==> config.mk <==
export PLATFORM = sky130hd
export DESIGN_NAME = uart_rx
export DESIGN_NICKNAME = d
export VERILOG_FILES = /design/src/rtl/uart_rx.sv
export SDC_FILE = /design/constraint.sdc
export NUM_CORES = 1
export LEC_CHECK = 0
export ABC_AREA = 1
export CORE_ASPECT_RATIO = 1.1
export CORE_MARGIN = 2
export CORE_UTILIZATION = 58
export DETAILED_ROUTE_END_ITERATION = 16
export GPL_ROUTABILITY_DRIVEN = 0
export PLACE_DENSITY = 0.79
export SLEW_MARGIN = 30
export SYNTH_ARGS = -nofsm -noshare
export SYNTH_HDL_FRONTEND = slang
export SYNTH_SLANG_ARGS = --single-unit
==> constraint.sdc <==
create_clock -name clk -period 2.65 [get_ports clk]
set_input_delay 0.53 -clock clk [delete_from_list [all_inputs] [get_ports clk]]
set_output_delay 0.53 -clock clk [all_outputs]
set_load 0.02 [all_outputs]
==> src/rtl/uart_rx.sv <==
// UART receiver: 16x oversampling, 8 data bits LSB first, optional even parity, one stop bit.
// Each bit is the 2-of-3 majority of mid-bit samples; results are reported as single-clk pulses.
module uart_rx #(
    parameter bit PARITY_EN = 1'b0
) (
    input  logic       clk,
    input  logic       reset_n,
    input  logic       rx_en,
    input  logic [2:0] baud_set,
    input  logic       rx,
    output logic [7:0] data_byte,
    output logic       rx_done,
    output logic       frame_err,
    output logic       parity_err,
    output logic       rx_busy
);

    // state  | meaning
    // IDLE   | waiting for a falling edge on the synchronized line
    // START  | checking the start bit, false starts fall back to IDLE
    // DATA   | shifting in 8 data bits, LSB first
    // PARITY | sampling the even-parity bit (PARITY_EN=1 only)
    // STOP   | sampling the stop bit, result decided mid-bit
    typedef enum logic [2:0] {IDLE, START, DATA, PARITY, STOP} state_t;

    state_t      state, state_nxt;
    logic        rx_meta, rx_sync, rx_hist;
    logic [2:0]  baud_lat;
    logic [8:0]  div_cnt, term;
    logic [3:0]  sidx;
    logic [2:0]  bit_cnt;
    logic [7:0]  shift_q;
    logic        smp7, smp8, par_bad;
    logic        fall, tick, maj, at_idx9, at_wrap;
    logic        done_nxt, ferr_nxt, perr_nxt;

    always_ff @(posedge clk or negedge reset_n) begin
        if (!reset_n) begin
            rx_meta <= 1'b1;
            rx_sync <= 1'b1;
            rx_hist <= 1'b1;
        end else begin
            rx_meta <= rx;
            rx_sync <= rx_meta;
            rx_hist <= rx_sync;
        end
    end

    assign fall = rx_hist & ~rx_sync;

    always_comb begin
        term = 9'd325;
        case (baud_lat)
            3'd1:    term = 9'd162;
            3'd2:    term = 9'd80;
            3'd3:    term = 9'd53;
            3'd4:    term = 9'd26;
            default: term = 9'd325;
        endcase
    end

    assign tick    = (state != IDLE) && (div_cnt == term);
    assign at_idx9 = tick && (sidx == 4'd9);
    assign at_wrap = tick && (sidx == 4'd15);
    // index-9 sample is taken straight from the line, the other two were stored earlier
    assign maj     = (smp7 & smp8) | (smp7 & rx_sync) | (smp8 & rx_sync);
    assign rx_busy = (state != IDLE);

    always_ff @(posedge clk or negedge reset_n) begin
        if (!reset_n) begin
            state <= IDLE;
        end else begin
            state <= state_nxt;
        end
    end

    always_comb begin
        state_nxt = state;
        done_nxt  = 1'b0;
        ferr_nxt  = 1'b0;
        perr_nxt  = 1'b0;
        if (!rx_en) begin
            state_nxt = IDLE;
        end else begin
            case (state)
                IDLE: begin
                    if (fall) state_nxt = START;
                end
                START: begin
                    if (at_idx9 && maj) state_nxt = IDLE;
                    else if (at_wrap)   state_nxt = DATA;
                end
                DATA: begin
                    if (at_wrap && (bit_cnt == 3'd7))
                        state_nxt = PARITY_EN ? PARITY : STOP;
                end
                PARITY: begin
                    if (at_wrap) state_nxt = STOP;
                end
                STOP: begin
                    if (at_idx9) begin
                        state_nxt = IDLE;
                        done_nxt  = maj & ~(PARITY_EN & par_bad);
                        ferr_nxt  = ~maj;
                        perr_nxt  = PARITY_EN & par_bad;
                    end
                end
                default: state_nxt = IDLE;
            endcase
        end
    end

    always_ff @(posedge clk or negedge reset_n) begin
        if (!reset_n) begin
            baud_lat <= 3'd0;
            div_cnt  <= 9'd0;
            sidx     <= 4'd0;
            bit_cnt  <= 3'd0;
            shift_q  <= 8'h00;
            smp7     <= 1'b1;
            smp8     <= 1'b1;
            par_bad  <= 1'b0;
        end else if (!rx_en || (state == IDLE)) begin
            div_cnt <= 9'd0;
            sidx    <= 4'd0;
            bit_cnt <= 3'd0;
            if (rx_en && fall) begin
                baud_lat <= baud_set;
                par_bad  <= 1'b0;
            end
        end else if (tick) begin
            div_cnt <= 9'd0;
            sidx    <= sidx + 4'd1;
            if (sidx == 4'd7) smp7 <= rx_sync;
            if (sidx == 4'd8) smp8 <= rx_sync;
            if ((state == DATA) && (sidx == 4'd9))   shift_q <= {maj, shift_q[7:1]};
            if ((state == DATA) && (sidx == 4'd15))  bit_cnt <= bit_cnt + 3'd1;
            if ((state == PARITY) && (sidx == 4'd9)) par_bad <= (^shift_q) ^ maj;
        end else begin
            div_cnt <= div_cnt + 9'd1;
        end
    end

    always_ff @(posedge clk or negedge reset_n) begin
        if (!reset_n) begin
            data_byte  <= 8'h00;
            rx_done    <= 1'b0;
            frame_err  <= 1'b0;
            parity_err <= 1'b0;
        end else begin
            rx_done    <= done_nxt;
            frame_err  <= ferr_nxt;
            parity_err <= perr_nxt;
            if (done_nxt) data_byte <= shift_q;
        end
    end

endmodule

==> impl_metrics.py, run 1 <==
metrics = {
    "floorplanning": {
        "die-area_sq_um": 4788,
        "die_w_um": 66.16,
        "fp.dieH_um": 72.37,
        "rows": 24,
        "core-area_sq_um": 4024,
        "pin_count": 19,
        "start_util_pct": 61.26,
    },
    "sta": {
        "worst_hold_slack_ns": 0.1637,
        "maxSlewViolCount": 0,
        "tns_ns": 0,
        "finalHoldViolations": 0,
        "fmax_mhz": 454.4,
        "worst_slack_ns": 0.4493,
        "fin_crit_ns": 2.201,
        "finalCritPeriodShare_pct": 83.05,
        "finalSetupViolations": 0,
        "fin_skew_ns": 0.009164,
        "rsz0062_at_grt": "false",
    },
    "layout": {
        "seq_area_sq_um": 1132,
        "fin_nets": 339,
        "insertedDiodeCount": 0,
        "finalNonFillerCells": 379,
        "final_cell_mix": "nand2_1, inv_1, dfrtp_1",
        "design_area_sq_um": 2776,
        "n_fill_cell": 343,
        "multi_input_area_sq_um": 1130,
        "drive_gt1_share_pct": 13.76,
        "syn2layout_area_growth_pct": 12.64,
        "final_common_cell": "nand2_1",
    },
    "route": {
        "viasPerCell": 5.314,
        "antenna_left": 0,
        "first_pass_iters": 6,
        "post-route-drc-count": 0,
        "routed_wl_um": 4769,
        "drt_iter0_markers": 135,
        "wl_per_cell_um": 12.58,
        "num_vias": 2014,
    },
    "global_routing": {
        "antenna_found_initial": 0,
        "top_usage_layer": "met2",
        "overflow": 0,
        "grt_max_degree": 27,
        "grt_usage_pct": 22.39,
        "use_met1_pct": 29.75,
        "grt_pass1_wl_um": 8259,
        "met3_usage_pct": 4.341,
        "met2_usage_pct": 36.56,
        "grt_pass1_vias": 1856,
    },
    "clock_tree": {
        "worstSkewPairLatency_ns": 0.30,
        "hold_buffers": 0,
        "clkTransAtPathRegs_ns": 0.08,
        "cts_sinks": 45,
        "cts_root_buffer": "clkbuf_8",
        "cts.repair.resized": 0,
        "cts_tree": "done",
        "cts_setup_buffers": 0,
        "cts_buffers": 5,
        "clockBufferDepth": 2,
        "htree_num_levels": 2,
    },
    "logic_synthesis": {
        "yosys_warnings": 0,
        "syn_area_sq_um": 2465,
        "ys_types": 35,
        "synth_cells": 304,
        "synth_seq_cells": 45,
        "syn_nets": 317,
        "postSynthAreaPerCell_sq_um": 8.108,
        "yosysSeqAreaShare_pct": 45.94,
    },
    "flow_run": {
        "cap_viol_max_count": 0,
    },
    "worst_setup_path": {
        "r2r_end": "sidx[0]",
        "crit_path_end_kind": "primary output",
        "crit_fanout": 5,
        "worstReg2RegStart": "baud_lat[0]",
        "startpoint": "state[2]",
        "reg2reg_depth": 10,
        "r2r_setup_slack_ns": 0.57,
        "critPathArrivalTime_ns": 1.67,
        "criticalPathCategory": "flop to primary output",
        "cp_data_required_time_ns": 2.12,
        "start_kind": "flop",
        "crit_path_end": "rx_busy",
    },
    "worst_hold_path": {
        "min_path_type": "primary input to asynchronous set/reset pin",
    },
    "place": {
        "dp_hpwl_um": 3618,
        "dp_cells": 371,
        "pre_cts_slack_ns": 0.5183,
        "place_area_sq_um": 2675,
        "io_buffers": 17,
    },
    "power_and_ir_drop": {
        "p_leak_nw": 1.353,
        "vdd_drop_max_mv": 0.4283,
        "pwr_density_cell_nw_per_um2": 636.3,
    },
    "outcome": {
        "run_status": "finished clean",
    },
}
logic make-up (layout without fill, tap and decap cells):
family                     Yosys count  count (layout)  synth area share [%]
adders and majority gates            6               6                 3.046
xor gates and xnor gates             4               4                 1.422
and+or+nand+nor                    166             166                 32.84
buffers and inverters               48              71                 8.223
AOI/OAI and AO/OA                   34              34                 8.376
DFF                                 45              45                 45.94
other                                1               1                0.1521
cells in the mapped netlist:
library cell  instances  area, sq um
dfrtp_1              40         1001
nor2_1               29        108.9
nor2_4                1        11.26
nor2_8                1        20.02
buf_6                 2        22.52
nor3_1                8        40.04
nand3b_1              1        7.510
a21oi_2               1        8.760
nand4_1               6        37.54
inv_4                 1        6.260
conb_1                1        3.750
and3_2                1        7.510
nor2_2                4        25.02
nand3_4               2        35.03
inv_1                42        157.7
o21ai_0               6        30.03
buf_4                 1        7.510
nand3_1              24        120.1
nand2_1              77        289.0
o21ai_1               8        40.04
o22ai_1               1        6.260
xor2_1                3        26.28
o21ai_2               7        61.31
a21oi_1               9        45.04
nand2_4               4        45.04
dfstp_2               5        131.4
o31ai_1               1        7.510
ha_1                  6        75.07
clkinv_1              1        3.750
nand2_2               4        25.02
nand3_2               3        30.03
xnor2_1               1        8.760
o21a_1                1        7.510
buf_2                 1        5.000
nor3b_1               1        7.510
critical path, stage by stage (launching register included):
cell	delay (ns)
dfrtp_1	0.43
nor2_1	0.18
nand2_1	0.17
clkdlybuf4s50_1	0.59
worst min-delay path by stage:
stage	from	slack [ns]	cells after the start	endpoint
after global placement	rx_meta	0.35	0	rx_sync
after floorplan	reset_n	0.23	0	baud_lat[0]
after detailed placement	rx_meta	0.35	0	rx_sync
after CTS	reset_n	0.17	1	div_cnt[1]
final	reset_n	0.16	1	sidx[3]
after global routing	reset_n	0.19	1	div_cnt[1]
final cells by class:
class,count,area share [%]
clock inverters,1,0.1803
flip-flops and latches,45,40.78
repair buffers,19,6.489
multi-input cells,211,40.69
well taps,52,2.343
inverters,44,6.039
clock buffers,7,3.470
where the power goes:
group          total (W)  internal (W)  switching (W)
Sequential      0.000791      0.000724      0.0000666
Clock           0.000463      0.000236       0.000227
Combinational   0.000513      0.000166       0.000347
through the flow:
step | total power, W | util (%)
after floorplan | 0.001180 | -
after global placement | 0.001296 | 66.48
after detailed placement | 0.001312 | 66.48
after CTS | 0.001775 | 69.00
after global routing | 0.001875 | 69.00
final | 0.001767 | 69.00
sequential cells by signal (all words and copies together), names as in the netlist, 3 cells and up:
register and flops:
div_cnt 9, state 3, shift_q 8, baud_lat 3
sidx 4, data_byte 8, bit_cnt 3
layer usage:
layer	part of all wire [%]	up-vias
li1	-	1010
met1	44	946
met2	50	49
met3	4.7	9
met4	1.8	0
met5	0	-
(Power assumes the default switching activity.)
==> run 2, diff against run 1 <==
Clock period 2.65 ns to 2.05 ns, I/O delays scaled along.
==> run 2 against run 1 <==
Against the previous run:
- combinational power rose by 41%
- non-clock buffer count up 5
- first-iteration DRC count fell by 30%
- core utilization increased by 3.0 points
- die area unchanged
- critical path depth grew 9
- final area is 4.4% higher
- clock skew down 0.0028 ns
- count of clock-buffer cells in the layout decreased by 1
- total power is 39% higher
- highest routed layer unchanged
==> impl_metrics.py, run 2 (synthesis gave the netlist of run 1 again) <==
metrics = {
    "worst_setup_path": {
        "max_stage_delay_ns": 0.46,
        "start_kind": "flop",
        "critPathArrivalTime_ns": 2.14,
        "crit_fanout": 8,
        "crit_chain": "nor2_4 -> nand2_4 -> nand2_1 -> nand2_1 -> nand2_1 -> nand3_1 -> nor2_4 -> nand3_1 -> nor3_1 -> nand2_1 -> o21ai_0 -> inv_1",
        "cp_data_required_time_ns": 2.29,
        "crit_path_top_delay_cell": "dfrtp_2",
        "r2r_setup_slack_ns": 0.14,
        "crit_path_end_kind": "flop",
        "criticalPathCategory": "flop to flop",
        "critPathMostFrequentCell": "nand2_1",
    },
    "route": {
        "first_pass_iters": 4,
        "routed_wl_um": 4888,
        "num_vias": 2030,
        "drt_iter0_markers": 95,
        "wl_met3_um": 143,
        "met2WireLength_um": 2542,
        "antenna_left": 0,
        "wl_per_cell_um": 12.70,
        "viasPerCell": 5.273,
        "wl_met1_um": 2133,
        "post-route-drc-count": 0,
        "top_layer": "met4",
    },
    "sta": {
        "worst_hold_slack_ns": 0.08349,
        "tns_ns": 0,
        "fin_skew_ns": 0.006363,
        "maxSlewViolCount": 0,
        "finalSetupViolations": 0,
        "finalHoldViolations": 0,
        "fin_crit_ns": 1.906,
        "finalCritPeriodShare_pct": 92.96,
        "slew_headroom_pct": 64.73,
        "tightest_slew_ns": 0.5290,
        "fmax_mhz": 524.7,
    },
    "global_routing": {
        "overflow": 0,
        "antenna_found_initial": 0,
        "grt_pass1_vias": 1995,
        "grt_max_degree": 24,
        "grt_usage_pct": 23.31,
        "grt_pass1_wl_um": 8625,
    },
    "power_and_ir_drop": {
        "pwr_density_cell_nw_per_um2": 844.2,
        "vdd_drop_max_mv": 0.4789,
        "p_leak_nw": 1.396,
    },
    "layout": {
        "largest_registers": "div_cnt (9), data_byte (8), shift_q (8)",
        "syn2layout_area_growth_pct": 17.61,
        "fin_nets": 345,
        "drive_gt1_share_pct": 17.42,
        "finalNonFillerCells": 385,
        "largest_reg_flops": 9,
        "largest_register": "div_cnt",
        "final_cell_mix": "nand2_1, inv_1, dfrtp_1",
        "insertedDiodeCount": 0,
        "final_common_cell": "nand2_1",
    },
    "flow_run": {
        "cap_viol_max_count": 0,
    },
    "floorplanning": {
        "core-area_sq_um": 4024,
        "die-area_sq_um": 4788,
        "pin_count": 19,
        "rows": 24,
        "fp.dieH_um": 72.37,
        "start_util_pct": 61.26,
        "die_w_um": 66.16,
    },
    "clock_tree": {
        "htree_num_levels": 2,
        "cts_tree": "done",
        "cts_root_buffer": "clkbuf_8",
        "worstSkewPairLatency_ns": 0.30,
        "clockBufferDepth": 2,
        "hold_buffers": 0,
        "cts_sinks": 45,
        "clkTransAtPathRegs_ns": 0.09,
        "cts_buffers": 5,
    },
    "place": {
        "dp_cells": 376,
        "dp_hpwl_um": 3703,
        "io_buffers": 17,
    },
    "outcome": {
        "run_status": "finished clean",
    },
    "worst_hold_path": {
        "min_path_type": "primary input to asynchronous set/reset pin",
    },
}
==> run 2: through the flow <==
| stage | power [W] | cell area (sq um) | setup WS [ns] | utilization, % |
|---|---|---|---|---|
| global placement | 0.001696 | 2725 | 0.1129 | 67.72 |
| floorplan | 0.001526 | 2465 | 0.2060 | - |
| finish | 0.002447 | 2899 | 0.1442 | 72.05 |
| global route | 0.002595 | 2899 | -0.03070 | 72.05 |
| detailed placement | 0.001708 | 2725 | 0.06656 | 67.72 |
| CTS | 0.002403 | 2845 | 0.008579 | 70.71 |
==> run 2: cell type report <==
type	count	area, sq um
Clock buffer	6	82.58
Clock inverter	2	37.54
Fill cell	307	1125
Inverter	44	167.7
Multi-Input combinational cell	212	1177
Sequential cell	45	1136
Tap cell	52	65.06
Timing Repair Buffer	24	232.7
==> run 2: what timing repair did <==
| action | 4_1_cts | 5_1_grt |
|---|---|---|
| setup buffers | 0 | 0 |
| gates resized for setup | 0 | 13 |
| endpoints found under the setup margin | 0 | 24 |
==> run 2: power breakdown <==
part           internal [W]  switching (W)  leakage (nW)
Clock              0.000396       0.000306        0.0574
Sequential         0.000942      0.0000796         0.598
Combinational      0.000246       0.000477         0.740
Total               0.00158       0.000863          1.40
==> run 2: worst max-delay path, delay by kind of cell, from the launching register on <==
family / cells / cell delay [ns]
AO/OA/AOI/OAI: 1 / 0.09
buffers and inverters: 1 / 0.06
AND/OR/NAND/NOR: 10 / 1.24
flip-flops: 1 / 0.46
==> run 2: final timing paths <==
check / cells after the start / to / startpoint
max reg2reg: 12 / smp7 / baud_lat[1]
min reg2reg: 0 / rx_sync / rx_meta
max: 12 / smp7 / baud_lat[1]
max in group asynchronous: 2 / smp8 / reset_n
min in group clk: 0 / rx_sync / rx_meta
min: 1 / shift_q[4] / reset_n
==> run 2: per-layer routing <==
layer	global-route usage, %	vias to the layer above
met1	28.69	954
met3	5.116	7
li1	-	1029
met4	6.122	0
met5	0	-
met2	41.22	40
==> run 3, diff against run 2 <==
Settings changed: CORE_MARGIN 2 to not set.
==> run 3 against run 2 <==
Against the previous run:
- register-to-register slack hardly changed
- combinational power about the same
- first-iteration DRC count rose by 62%
- via count decreased by 1.1%
- worst hold slack got worse by 0.018 ns
- die area down 5.7%
- largest cell class unchanged
- highest routed layer unchanged
==> impl_metrics.py, run 3 (synthesis gave the netlist of run 1 again) <==
metrics = {
    "outcome": {
        "run_status": "finished clean",
    },
    "global_routing": {
        "grt_pass1_wl_um": 8590,
        "antenna_found_initial": 0,
        "overflow": 0,
        "grt_pass1_vias": 1959,
        "grt_max_degree": 25,
        "grt_usage_pct": 24.96,
    },
    "sta": {
        "fin_skew_ns": 0.007492,
        "slew_headroom_pct": 66.60,
        "fin_crit_ns": 1.901,
        "worst_hold_slack_ns": 0.06537,
        "fmax_mhz": 526.1,
        "finalHoldViolations": 0,
        "rsz0062_at_grt": "true",
        "finalCritPeriodShare_pct": 92.72,
        "maxSlewViolCount": 0,
        "finalSetupViolations": 0,
        "tns_ns": 0,
        "tightest_slew_ns": 0.5010,
    },
    "floorplanning": {
        "fp.dieH_um": 70.37,
        "rows": 24,
        "pin_count": 19,
        "die-area_sq_um": 4515,
        "core-area_sq_um": 4024,
        "die_w_um": 64.16,
        "start_util_pct": 61.26,
    },
    "route": {
        "wl_per_cell_um": 12.81,
        "routed_wl_um": 4933,
        "viasPerCell": 5.216,
        "first_pass_iters": 4,
        "post-route-drc-count": 0,
        "antenna_left": 0,
        "drt_iter0_markers": 154,
        "num_vias": 2008,
    },
    "power_and_ir_drop": {
        "p_clk_share_pct": 28.7,
        "p_sw_share_pct": 35.49,
        "vdd_drop_max_mv": 0.5175,
        "seqPwrFrac_pct": 41.6,
        "p_leak_nw": 1.396,
        "pwr_density_cell_nw_per_um2": 848.5,
        "p_int_w": 0.001582,
        "p_sw_w": 0.0008704,
        "comb_power_share_pct": 29.7,
    },
    "flow_run": {
        "cap_viol_max_count": 0,
    },
    "clock_tree": {
        "cts_buffers": 5,
        "cts_root_buffer": "clkbuf_8",
        "cts_tree": "done",
        "worstSkewPairLatency_ns": 0.31,
        "cts_sinks": 45,
        "cts_setup_buffers": 0,
        "htree_num_levels": 2,
        "clockBufferDepth": 2,
        "clkTransAtPathRegs_ns": 0.09,
    },
    "worst_hold_path": {
        "min_path_type": "primary input to asynchronous set/reset pin",
    },
    "layout": {
        "fin_nets": 345,
        "n_fill_cell": 322,
        "insertedDiodeCount": 0,
        "final_core_util_pct": 71.83,
        "drive_gt1_share_pct": 17.12,
        "largest_register": "div_cnt",
        "largest_reg_flops": 9,
        "final_common_cell": "nand2_1",
        "largest_registers": "div_cnt (9), data_byte (8), shift_q (8)",
        "syn2layout_area_growth_pct": 17.26,
        "final_cell_mix": "nand2_1, inv_1, dfrtp_1",
    },
    "worst_setup_path": {
        "criticalPathCategory": "flop to flop",
        "crit_fanout": 8,
        "r2r_setup_slack_ns": 0.15,
        "cp_data_required_time_ns": 2.29,
        "r2r_end": "smp7",
        "reg2reg_depth": 12,
        "start_kind": "flop",
        "critPathArrivalTime_ns": 2.14,
        "crit_path_end_kind": "flop",
        "worstReg2RegStart": "baud_lat[1]",
    },
    "place": {
        "io_buffers": 17,
        "dp_hpwl_um": 3623,
    },
}
==> run 3: cell counts in the layout (fill, tap and decap cells not counted) <==
No cell type changed its count.
==> run 3: power groups by stage <==
stage | logic (W) | clock network [W] | registers, W
5_1_grt | 0.000819 | 0.000750 | 0.00103
3_5_place_dp | 0.000686 | 0 | 0.00103
2_1_floorplan | 0.000505 | 0 | 0.00102
4_1_cts | 0.000691 | 0.000721 | 0.00101
6_report | 0.000727 | 0.000704 | 0.00102
3_3_place_gp | 0.000672 | 0 | 0.00102
==> run 3: routing by layer <==
| metal | vias to the layer above | wire length [um] | GRT usage [%] |
|---|---|---|---|
| met1 | 922 | 2128 | 30.86 |
| li1 | 1021 | - | - |
| met4 | 0 | 118 | 12.59 |
| met2 | 51 | 2475 | 41.73 |
| met3 | 14 | 212 | 4.248 |
| met5 | - | 0 | 0 |
==> run 3: final cells by class <==
type / count / area (sq um) / area share, %
multi-input cells: 212 / 1170 / 40.48
flip-flops and latches: 45 / 1135 / 39.26
repair buffers: 24 / 232.7 / 8.052
inverters: 44 / 167.7 / 5.801
clock buffers: 6 / 82.58 / 2.857
well taps: 52 / 65.06 / 2.251
clock inverters: 2 / 37.54 / 1.299
==> run 3: how the worst max path moves through the flow <==
| stage | slack, ns | start | endpoint | depth (start not counted) |
|---|---|---|---|---|
| floorplan | 0.21 | baud_lat[0] | data_byte[5] | 13 |
| global placement | 0.12 | baud_lat[0] | data_byte[3] | 12 |
| detailed placement | 0.09 | baud_lat[0] | data_byte[4] | 12 |
| CTS | 0.01 | state[2] | rx_busy | 3 |
| global route | -0.06 | baud_lat[1] | state[1] | 14 |
| finish | 0.15 | baud_lat[1] | smp7 | 12 |
==> run 3: worst max-delay path: stages, from the launching register on <==
cell,delay (ns)
dfrtp_2,0.46
nor2_4,0.17
nand2_4,0.10
nand2_1,0.08
nand2_1,0.05
nand2_1,0.08
nand3_1,0.13
nor2_4,0.19
nand3_1,0.13
nor3_1,0.21
nand2_1,0.07
o21ai_0,0.11
inv_1,0.06
==> run 3: through the flow <==
stage | total power (W) | std cells | area, sq um | setup WS, ns
CTS | 0.002420 | 384 | 2845 | 0.01360
global route | 0.002600 | 385 | 2890 | -0.05785
global placement | 0.001695 | 376 | 2725 | 0.1230
detailed placement | 0.001711 | 376 | 2725 | 0.08950
finish | 0.002452 | 385 | 2890 | 0.1492
floorplan | 0.001526 | 304 | 2465 | 0.2060
==> run 3: repair_timing <==
| action | in CTS | in global routing |
|---|---|---|
| hold buffers | 0 | 0 |
| resized for setup | 0 | 11 |
| endpoints found under the hold margin | 0 | 0 |
| endpoints found under the setup margin | 0 | 28 |
